<file path="src/rtl/svm_pixel_mac.sv">
// Linear SVM decision value: score = sum(pixel[k]*weight[k]) + bias, held until result_ack.
// Define SVM_MAC_SATURATE_EN to clamp every accumulate and raise a sticky sat_flag; default wraps.
module svm_pixel_mac #(
   parameter int XLEN_PIXEL    = 8,
   parameter int XLEN_WEIGHT   = 8,
   parameter int NUM_OF_PIXELS = 4,
   parameter int ACC_WIDTH     = 24,
   parameter int ADDR_WIDTH    = 10
) (
   input  logic                   clk,
   input  logic                   rst,
   input  logic                   start,
   input  logic                   pixel_valid,
   input  logic [XLEN_PIXEL-1:0]  pixel_in,
   output logic                   pixel_ready,
   output logic [ADDR_WIDTH-1:0]  weight_addr,
   input  logic [XLEN_WEIGHT-1:0] weight_in,
   input  logic [ACC_WIDTH-1:0]   bias_in,
   output logic                   busy,
   output logic                   result_valid,
   input  logic                   result_ack,
   output logic [ACC_WIDTH-1:0]   score,
   output logic                   class_out,
   output logic                   sat_flag
);

   localparam int PROD_W = XLEN_PIXEL + XLEN_WEIGHT + 1;
`ifdef SVM_MAC_SATURATE_EN
   // One guard bit above the wider of accumulator and product keeps the raw sum exact.
   localparam int EXT_W = ((ACC_WIDTH > PROD_W) ? ACC_WIDTH : PROD_W) + 1;
`else
   localparam int EXT_W = ACC_WIDTH;
`endif
   localparam logic [ADDR_WIDTH-1:0] LAST_BEAT = ADDR_WIDTH'(NUM_OF_PIXELS - 1);

   typedef enum logic [1:0] {IDLE, ACCUM, BIAS, DONE} state_t;

   state_t                      state;
   logic signed [ACC_WIDTH-1:0] acc;
   logic signed [ACC_WIDTH-1:0] acc_next;
   logic [ADDR_WIDTH-1:0]       cnt;
   logic signed [EXT_W-1:0]     pixel_s;
   logic signed [EXT_W-1:0]     weight_s;
   logic signed [EXT_W-1:0]     addend;
   logic signed [EXT_W-1:0]     sum;
   logic                        beat;

   assign beat        = pixel_valid && pixel_ready;
   assign weight_addr = cnt;

   // Shared adder: the product during ACCUM, the bias during BIAS.
   always_comb begin
      pixel_s  = EXT_W'($signed({1'b0, pixel_in}));
      weight_s = EXT_W'($signed(weight_in));
      addend   = (state == BIAS) ? EXT_W'($signed(bias_in)) : pixel_s * weight_s;
      sum      = EXT_W'(acc) + addend;
   end

`ifdef SVM_MAC_SATURATE_EN
   logic [EXT_W-ACC_WIDTH:0] sum_top;
   logic                     clamp;

   // The sum fits when every bit from the accumulator MSB upward agrees.
   always_comb begin
      sum_top = sum[EXT_W-1:ACC_WIDTH-1];
      clamp   = !((&sum_top) || !(|sum_top));
      if (!clamp)
         acc_next = sum[ACC_WIDTH-1:0];
      else if (sum[EXT_W-1])
         acc_next = {1'b1, {(ACC_WIDTH-1){1'b0}}};
      else
         acc_next = {1'b0, {(ACC_WIDTH-1){1'b1}}};
   end
`else
   assign acc_next = sum;
   assign sat_flag = 1'b0;
`endif

   always_ff @(posedge clk) begin
      if (rst) begin
         state        <= IDLE;
         acc          <= '0;
         cnt          <= '0;
         score        <= '0;
         class_out    <= 1'b0;
         result_valid <= 1'b0;
         pixel_ready  <= 1'b0;
         busy         <= 1'b0;
`ifdef SVM_MAC_SATURATE_EN
         sat_flag     <= 1'b0;
`endif
      end else begin
         case (state)
            IDLE: begin
               if (start) begin
                  state       <= ACCUM;
                  acc         <= '0;
                  cnt         <= '0;
                  pixel_ready <= 1'b1;
                  busy        <= 1'b1;
`ifdef SVM_MAC_SATURATE_EN
                  sat_flag    <= 1'b0;
`endif
               end
            end
            ACCUM: begin
               if (beat) begin
                  acc <= acc_next;
`ifdef SVM_MAC_SATURATE_EN
                  sat_flag <= sat_flag | clamp;
`endif
                  if (cnt == LAST_BEAT) begin
                     cnt         <= '0;
                     state       <= BIAS;
                     pixel_ready <= 1'b0;
                  end else begin
                     cnt <= cnt + 1'b1;
                  end
               end
            end
            BIAS: begin
               // Score is captured here so it is already stable on entry to DONE.
               acc          <= acc_next;
               score        <= acc_next;
               class_out    <= ~acc_next[ACC_WIDTH-1];
               result_valid <= 1'b1;
               state        <= DONE;
`ifdef SVM_MAC_SATURATE_EN
               sat_flag     <= sat_flag | clamp;
`endif
            end
            DONE: begin
               if (result_ack) begin
                  state        <= IDLE;
                  result_valid <= 1'b0;
                  busy         <= 1'b0;
               end
            end
            default: state <= IDLE;
         endcase
      end
   end

endmodule

</file>
<file path="config.mk">
export PLATFORM = sky130hd
export DESIGN_NAME = svm_pixel_mac
export DESIGN_NICKNAME = d
export VERILOG_FILES = /design/src/rtl/svm_pixel_mac.sv
export SDC_FILE = /design/constraint.sdc
export NUM_CORES = 1
export LEC_CHECK = 0
export ABC_AREA = 1
export CORE_UTILIZATION = 35
export DETAILED_ROUTE_END_ITERATION = 10
export PLACE_DENSITY_LB_ADDON = 0.15
export SETUP_SLACK_MARGIN = 0.05
export SLEW_MARGIN = 20
export SYNTH_ARGS = -nofsm -noshare
export SYNTH_HDL_FRONTEND = slang
export SYNTH_SLANG_ARGS = --single-unit
</file>
<file path="constraint.sdc">
create_clock -name clk -period 6.79 [get_ports clk]
set_input_delay 0.679 -clock clk [delete_from_list [all_inputs] [get_ports clk]]
set_output_delay 0.679 -clock clk [all_outputs]
set_load 0.01 [all_outputs]
</file>
==> flow_summary_export.csv, run 1 <==
group,metric,value,unit
layout,fin_nets,1238,
timing,final_max_slew_viol_count,0,
floorplan,start_util,36.3,%
clock_network,postCtsHoldBufs,0,
synth,synth.top_cell.area_share,19.3,%
place,dp_slack,-0.142,ns
global_routing,grt_pass1_wl,30.0,mm
layout,drive_above_1_share,8.00,%
synth,yosys_register_bits,64,
run_status,status,"finished, final reports clean",
route,wl,17.9,mm
global_routing,grt_max_degree,54,
pwr,p_per_area,420,nW/um2
timing,setup_viol,0,
setup_path,cp.required,7.04,ns
layout,nFillCells,1932,
route,drt_iter0_markers,268,
setup_path,critPathTopFamily,"adder cells",
clock_network,clock_path_buffers,2,
clock_network,cts_tree,"yes",
synth,yosysUniqueCellTypes,49,
synth,synth_fa_ha_area_share,25.1,%
synth,ys_seq_area_share,19.3,%
synth,synthSimpleGateAreaFrac,28.3,%
timing,tightest_slew,0.901,ns
setup_path,slowest_stage,"fa_1",
layout,final_cell_mix,"nand2_1, inv_1, nor2_1",
clock_network,root_buffer,"clkbuf_16",
timing,slew_headroom,39.9,%
setup_path,critPathKind,"primary input to flop",
setup_path,reg2reg_from,"state[0]",
route,via_count,6254,
synth,synthCells,1000,
setup_path,crit_start,"weight_in[7]",
synth,yosysTopAreaCell,"dfxtp_1",
floorplan,fp.dieW,140,um
route,wl_per_cell,13.6,um
setup_path,crit_fanout,5,
timing,period_minus_slack,6.42,ns
clock_network,clk_latency,0.34,ns
setup_path,path_buf_inv,7,
pwr,finalPower,3.43,mW
synth,synth_top_family_by_area,"simple AND/OR/NAND/NOR gates",
hold_path,hold_path.startpoint,"acc[0]",
route,vias_per_cell,4.75,
global_routing,antenna_found_initial,0,
floorplan,die-area,19500,um2
pwr,leakage,4.24,nW
timing,rsz0062_at_grt,"false",
setup_path,crit_top_cell,"nand2_1",
timing,hold_slack,0.470,ns
floorplan,num_rows,49,
timing,finClkSkew,0.00739,ns
floorplan,coreArea,18300,um2
layout,final_core_util,44.7,%
place,port_buffers,82,
layout,final_area,8170,um2
synth,synth-edff-count,0,
global_routing,gr-usage-all-layers,19.3,%
clock_network,cts_htree_levels,3,
layout,layout_commonest_cell,"nand2_1",
global_routing,grt_overflow,0,
pwr,peakVddDrop,0.195,mV
timing,max_freq,0.156,GHz
place,gp_congestion,0.893,
place,placed_area,7780,um2
floorplan,die_h,140,um
global_routing,grt_pass1_vias,6048,
route,dr.pass1.iters,5,
setup_path,endpoint_kind,"flop",
synth,muxShareOfSynthArea,0,%
setup_path,slowest_delay,0.55,ns
layout,antenna_cells,0,
timing,worst_slack,0.367,ns
hold_path,min_path_type,"flop to flop",
synth,syn-num-nets,1155,
synth,synth-xor-area-share,2.24,%
synth,synth-warning-count,0,
synth,synth_area,6630,um2
setup_path,arrival,6.67,ns
clock_network,cts_buffers,9,
clock_network,cts.sinks,64,
route,drc,0,
clock_network,path_clk_slew,0.06,ns
synth,avgSynthCellArea,6.63,um2
route,ant_nets,0,
synth,synth-compound-area-share,12.4,%
floorplan,pin_count,84,
layout,syn_to_final_growth,23.1,%
run,drv_cap,0,
synth,async_reset_ff_share,0,%
timing,period_share,94.6,%
synth,synth_top_cells_by_area,"dfxtp_1, nand2_1, ha_1",
setup_path,worst_setup_path_start_kind,"primary input",
timing,finalHoldViolCount,0,
synth,synthFlopType,"dfxtp_1",
place,hpwl,14.3,mm
-- final cells by class --
type                    instances  area, um2  area share [%]
clock inverters                 6       83.8            1.03
inverters                     183        689            8.44
multi-input cells             717       4590            56.2
repair buffers                108       1010            12.4
clock buffers                  10        229            2.80
well taps                     229        287            3.51
flip-flops and latches         64       1280            15.7
-- what timing repair did --
item,4_1_cts,5_1_grt
resized for setup,0,21
buffers inserted,0,0
setup endpoints to repair,0,22
-- kinds of logic (layout without fill, tap and decap cells) --
logic type	after synthesis	in the layout
and+or+nand+nor	447	447
buffers and inverters	219	307
AOI/OAI and AO/OA	142	142
adders and majority gates	110	110
DFF	64	64
xor gates and xnor gates	17	17
other	1	1
-- registers in the layout, indices dropped and copies added (netlist names) --
| name | flops |
|---|---|
| state | 2 |
| result_valid | 1 |
| pixel_ready | 1 |
| busy | 1 |
| weight_addr | 10 |
| class_out | 1 |
| acc | 24 |
| score | 24 |
-- report_power, final --
| group | leakage (nW) | switching (mW) | internal, mW |
|---|---|---|---|
| Sequential | 0.522 | 0.0761 | 0.499 |
| Clock | 0.156 | 0.182 | 0.320 |
| Combinational | 3.56 | 1.46 | 0.889 |
| Total | 4.24 | 1.72 | 1.71 |
-- tightest hold or removal path, delay by kind of cell, from the launching register on --
kind | cells | cell delay, ns
AOI/OAI and AO/OA | 1 | 0.05
DFF | 1 | 0.31
and+or+nand+nor | 1 | 0.06
-- cell usage after synthesis (2+ instances only) --
master    number
a211oi_1       4
xor2_1        10
nor2_1        93
or2_1          4
nand4_1       11
a31oi_1        5
clkbuf_1      27
o21ai_0       35
fa_1          38
o21ai_1        2
o21bai_1       2
nand2_2        5
a21o_1         4
o211ai_1       7
inv_1        179
buf_1          3
dfxtp_1       64
o22ai_1        4
a21oi_2        4
nor3_1        14
nor2_2         3
a21oi_1       65
nand3_1       44
xnor2_1        7
inv_2          2
ha_1          72
or2_2          7
a21boi_0       2
o21a_1         2
buf_2          4
nand2_1      259
-- worst paths after layout --
kind | cells after the start | slack [ns] | endpoint
setup / recovery | 28 | 0.37 | score[22]
hold / removal | 2 | 0.47 | acc[0]
setup reg to reg | 13 | 3.53 | acc[12]
hold reg to reg | 2 | 0.47 | acc[0]
-- metrics by stage --
| stage | cells | setup TNS, ns |
|---|---|---|
| after floorplan | 1000 | 0 |
| final | 1317 | 0 |
| after global placement | 1301 | -0.657 |
| after CTS | 1317 | 0 |
| after global routing | 1317 | 0 |
| after detailed placement | 1301 | -0.797 |
-- layer usage --
| layer | global-route usage (%) | vias to the layer above | wire length (um) |
|---|---|---|---|
| met4 | 5.67 | 0 | 335 |
| met3 | 3.79 | 23 | 690 |
| met5 | 0 | - | 0 |
| met1 | 26.0 | 2814 | 8860 |
| met2 | 31.2 | 115 | 7980 |
| li1 | - | 3302 | - |
(Power assumes the default switching activity.)
==> inputs of run 2 (changes only) <==
SETUP_SLACK_MARGIN = 0.02   (was 0.05)
SKIP_LAST_GASP = 1   (was not set)
TNS_END_PERCENT = 1   (was not set)
==> flow_summary_export.csv, run 2 (synthesis results as in run 1) <==
group,metric,value,unit
clock_network,cts_buffers,9,
route,drc,0,
setup_path,worst-path-stages,28,
global_routing,gr-usage-all-layers,19.3,%
setup_path,arrival,6.67,ns
clock_network,cts.sinks,64,
setup_path,timing.rr.end,"acc[12]",
pwr,finalPower,3.39,mW
setup_path,path_buf_inv,7,
setup_path,r2r_slack,3.50,ns
pwr,leakage,4.24,nW
setup_path,slowest_delay,0.55,ns
pwr,intPower,1.70,mW
global_routing,grt_pass1_vias,6048,
timing,tns,0,ns
setup_path,slowest_stage,"fa_1",
layout,final_area,8120,um2
route,via_count,6243,
clock_network,clk_latency,0.34,ns
place,placed_area,7780,um2
setup_path,r2r.worst_path.cells,13,
floorplan,coreArea,18300,um2
route,dr.pass1.iters,6,
timing,finalHoldViolCount,0,
setup_path,critPathKind,"primary input to flop",
clock_network,post-cts-setup-buffers,0,
pwr,comb_power_share,68.3,%
route,drt_iter0_markers,246,
timing,setup_viol,0,
pwr,peakVddDrop,0.188,mV
route,wl,17.8,mm
timing,final_max_slew_viol_count,0,
place,hpwl,14.3,mm
timing,tightest_slew,0.911,ns
timing,max_freq,0.155,GHz
clock_network,postCtsHoldBufs,0,
layout,final_cell_mix,"nand2_1, inv_1, nor2_1",
floorplan,num_rows,49,
pwr,p_sw,1.70,mW
timing,slew_headroom,39.2,%
timing,rsz0062_at_grt,"true",
route,wl_per_cell,13.5,um
floorplan,die-area,19500,um2
layout,syn_to_final_growth,22.5,%
global_routing,grt_max_degree,54,
route,ant_nets,0,
setup_path,crit_fanout,5,
timing,period_share,94.7,%
clock_network,path_clk_slew,0.06,ns
timing,period_minus_slack,6.43,ns
floorplan,pin_count,84,
hold_path,hold_end,"acc[0]",
pwr,pwr-share-seq,17.0,%
clock_network,root_buffer,"clkbuf_16",
global_routing,grt_overflow,0,
pwr,switching_share,50.0,%
place,gp_congestion,0.893,
run,drv_cap,0,
setup_path,reg2reg_from,"state[0]",
hold_path,hold_depth,2,
run_status,status,"finished, final reports clean",
setup_path,critPathTopFamily,"adder cells",
timing,worst_slack,0.359,ns
global_routing,antenna_found_initial,0,
clock_network,cts_htree_levels,3,
layout,layout_commonest_cell,"nand2_1",
route,vias_per_cell,4.74,
pwr,clkPwrFrac,14.8,%
setup_path,cp.required,7.03,ns
place,port_buffers,82,
setup_path,endpoint_kind,"flop",
clock_network,cts_tree,"yes",
place,dp_slack,-0.142,ns
hold_path,hold_path.startpoint,"acc[0]",
layout,antenna_cells,0,
clock_network,post_cts_resized,0,
layout,drive_above_1_share,7.17,%
setup_path,crit_top_cell,"inv_1",
floorplan,start_util,36.3,%
setup_path,worst_setup_path_start_kind,"primary input",
hold_path,min_path_type,"flop to flop",
global_routing,grt_pass1_wl,30.0,mm
timing,finClkSkew,0.00799,ns
layout,fin_nets,1238,
pwr,p_per_area,418,nW/um2
floorplan,die_h,140,um
clock_network,clock_path_buffers,2,
floorplan,fp.dieW,140,um
-- run 2: changes by cell type in the layout (fill, tap and decap cells not counted), moves of 2 or more --
cell / previous run / this run
nor3_1: 11 / 13
a21oi_1: 61 / 64
a21oi_2: 8 / 5
o21ai_0: 31 / 33
o21ai_1: 6 / 4
nor3_2: 3 / 1
-- run 2: worst max path at each step --
stage	startpoint	slack (ns)	to
after floorplan	weight_in[7]	0.84	score[22]
after global placement	weight_in[7]	-0.11	score[17]
after detailed placement	weight_in[7]	-0.14	acc[23]
after CTS	weight_in[7]	0.17	acc[23]
after global routing	weight_in[7]	-0.05	score[20]
final	weight_in[7]	0.36	score[17]
-- run 2: cell type report --
class                           instances  area, um2
Inverter                              183        689
Clock buffer                           10        229
Fill cell                            1937      10100
Multi-Input combinational cell        717       4540
Timing Repair Buffer                  108       1010
Sequential cell                        64       1280
Clock inverter                          6       83.8
Tap cell                              229        287
-- run 2: routing by layer --
layer	vias up	track usage, %	share of wire (%)
met5	-	0	0
met4	0	5.67	1.7
met3	21	3.79	3.3
met2	98	31.2	45
met1	2821	26.0	50
li1	3303	-	-
-- run 2: worst register-to-register path, stage by stage (launching register included) --
cell and delay, ns:
dfxtp_1 0.33, inv_1 0.11, ha_2 0.18, buf_4 0.45, o21ai_0 0.26, ha_1 0.41
a21oi_1 0.24, nand2_1 0.21, a21boi_2 0.33, o21ai_2 0.15, a21oi_2 0.17, xnor2_1 0.17
nand2_1 0.08, a21oi_1 0.14
-- run 2: power groups by stage --
stage / logic [mW] / registers [mW] / clock network (mW)
floorplan: 1.59 / 0.598 / 0
global placement: 2.30 / 0.584 / 0
detailed placement: 2.30 / 0.584 / 0
CTS: 2.32 / 0.577 / 0.518
global route: 2.63 / 0.592 / 0.534
finish: 2.31 / 0.575 / 0.501
-- run 2: metrics by stage --
step | instances | utilization (%) | hold slack [ns]
finish | 1317 | 44.5 | 0.470
global route | 1317 | 44.5 | 0.490
CTS | 1317 | 44.3 | 0.473
global placement | 1301 | 42.6 | 0.457
floorplan | 1000 | - | 0.449
detailed placement | 1301 | 42.6 | 0.463
==> inputs of run 3 (changes only) <==
SETUP_SLACK_MARGIN = not set   (was 0.02)
==> results of run 3 <==
No change in the layout: final DEF, timing and power equal those of run 2.
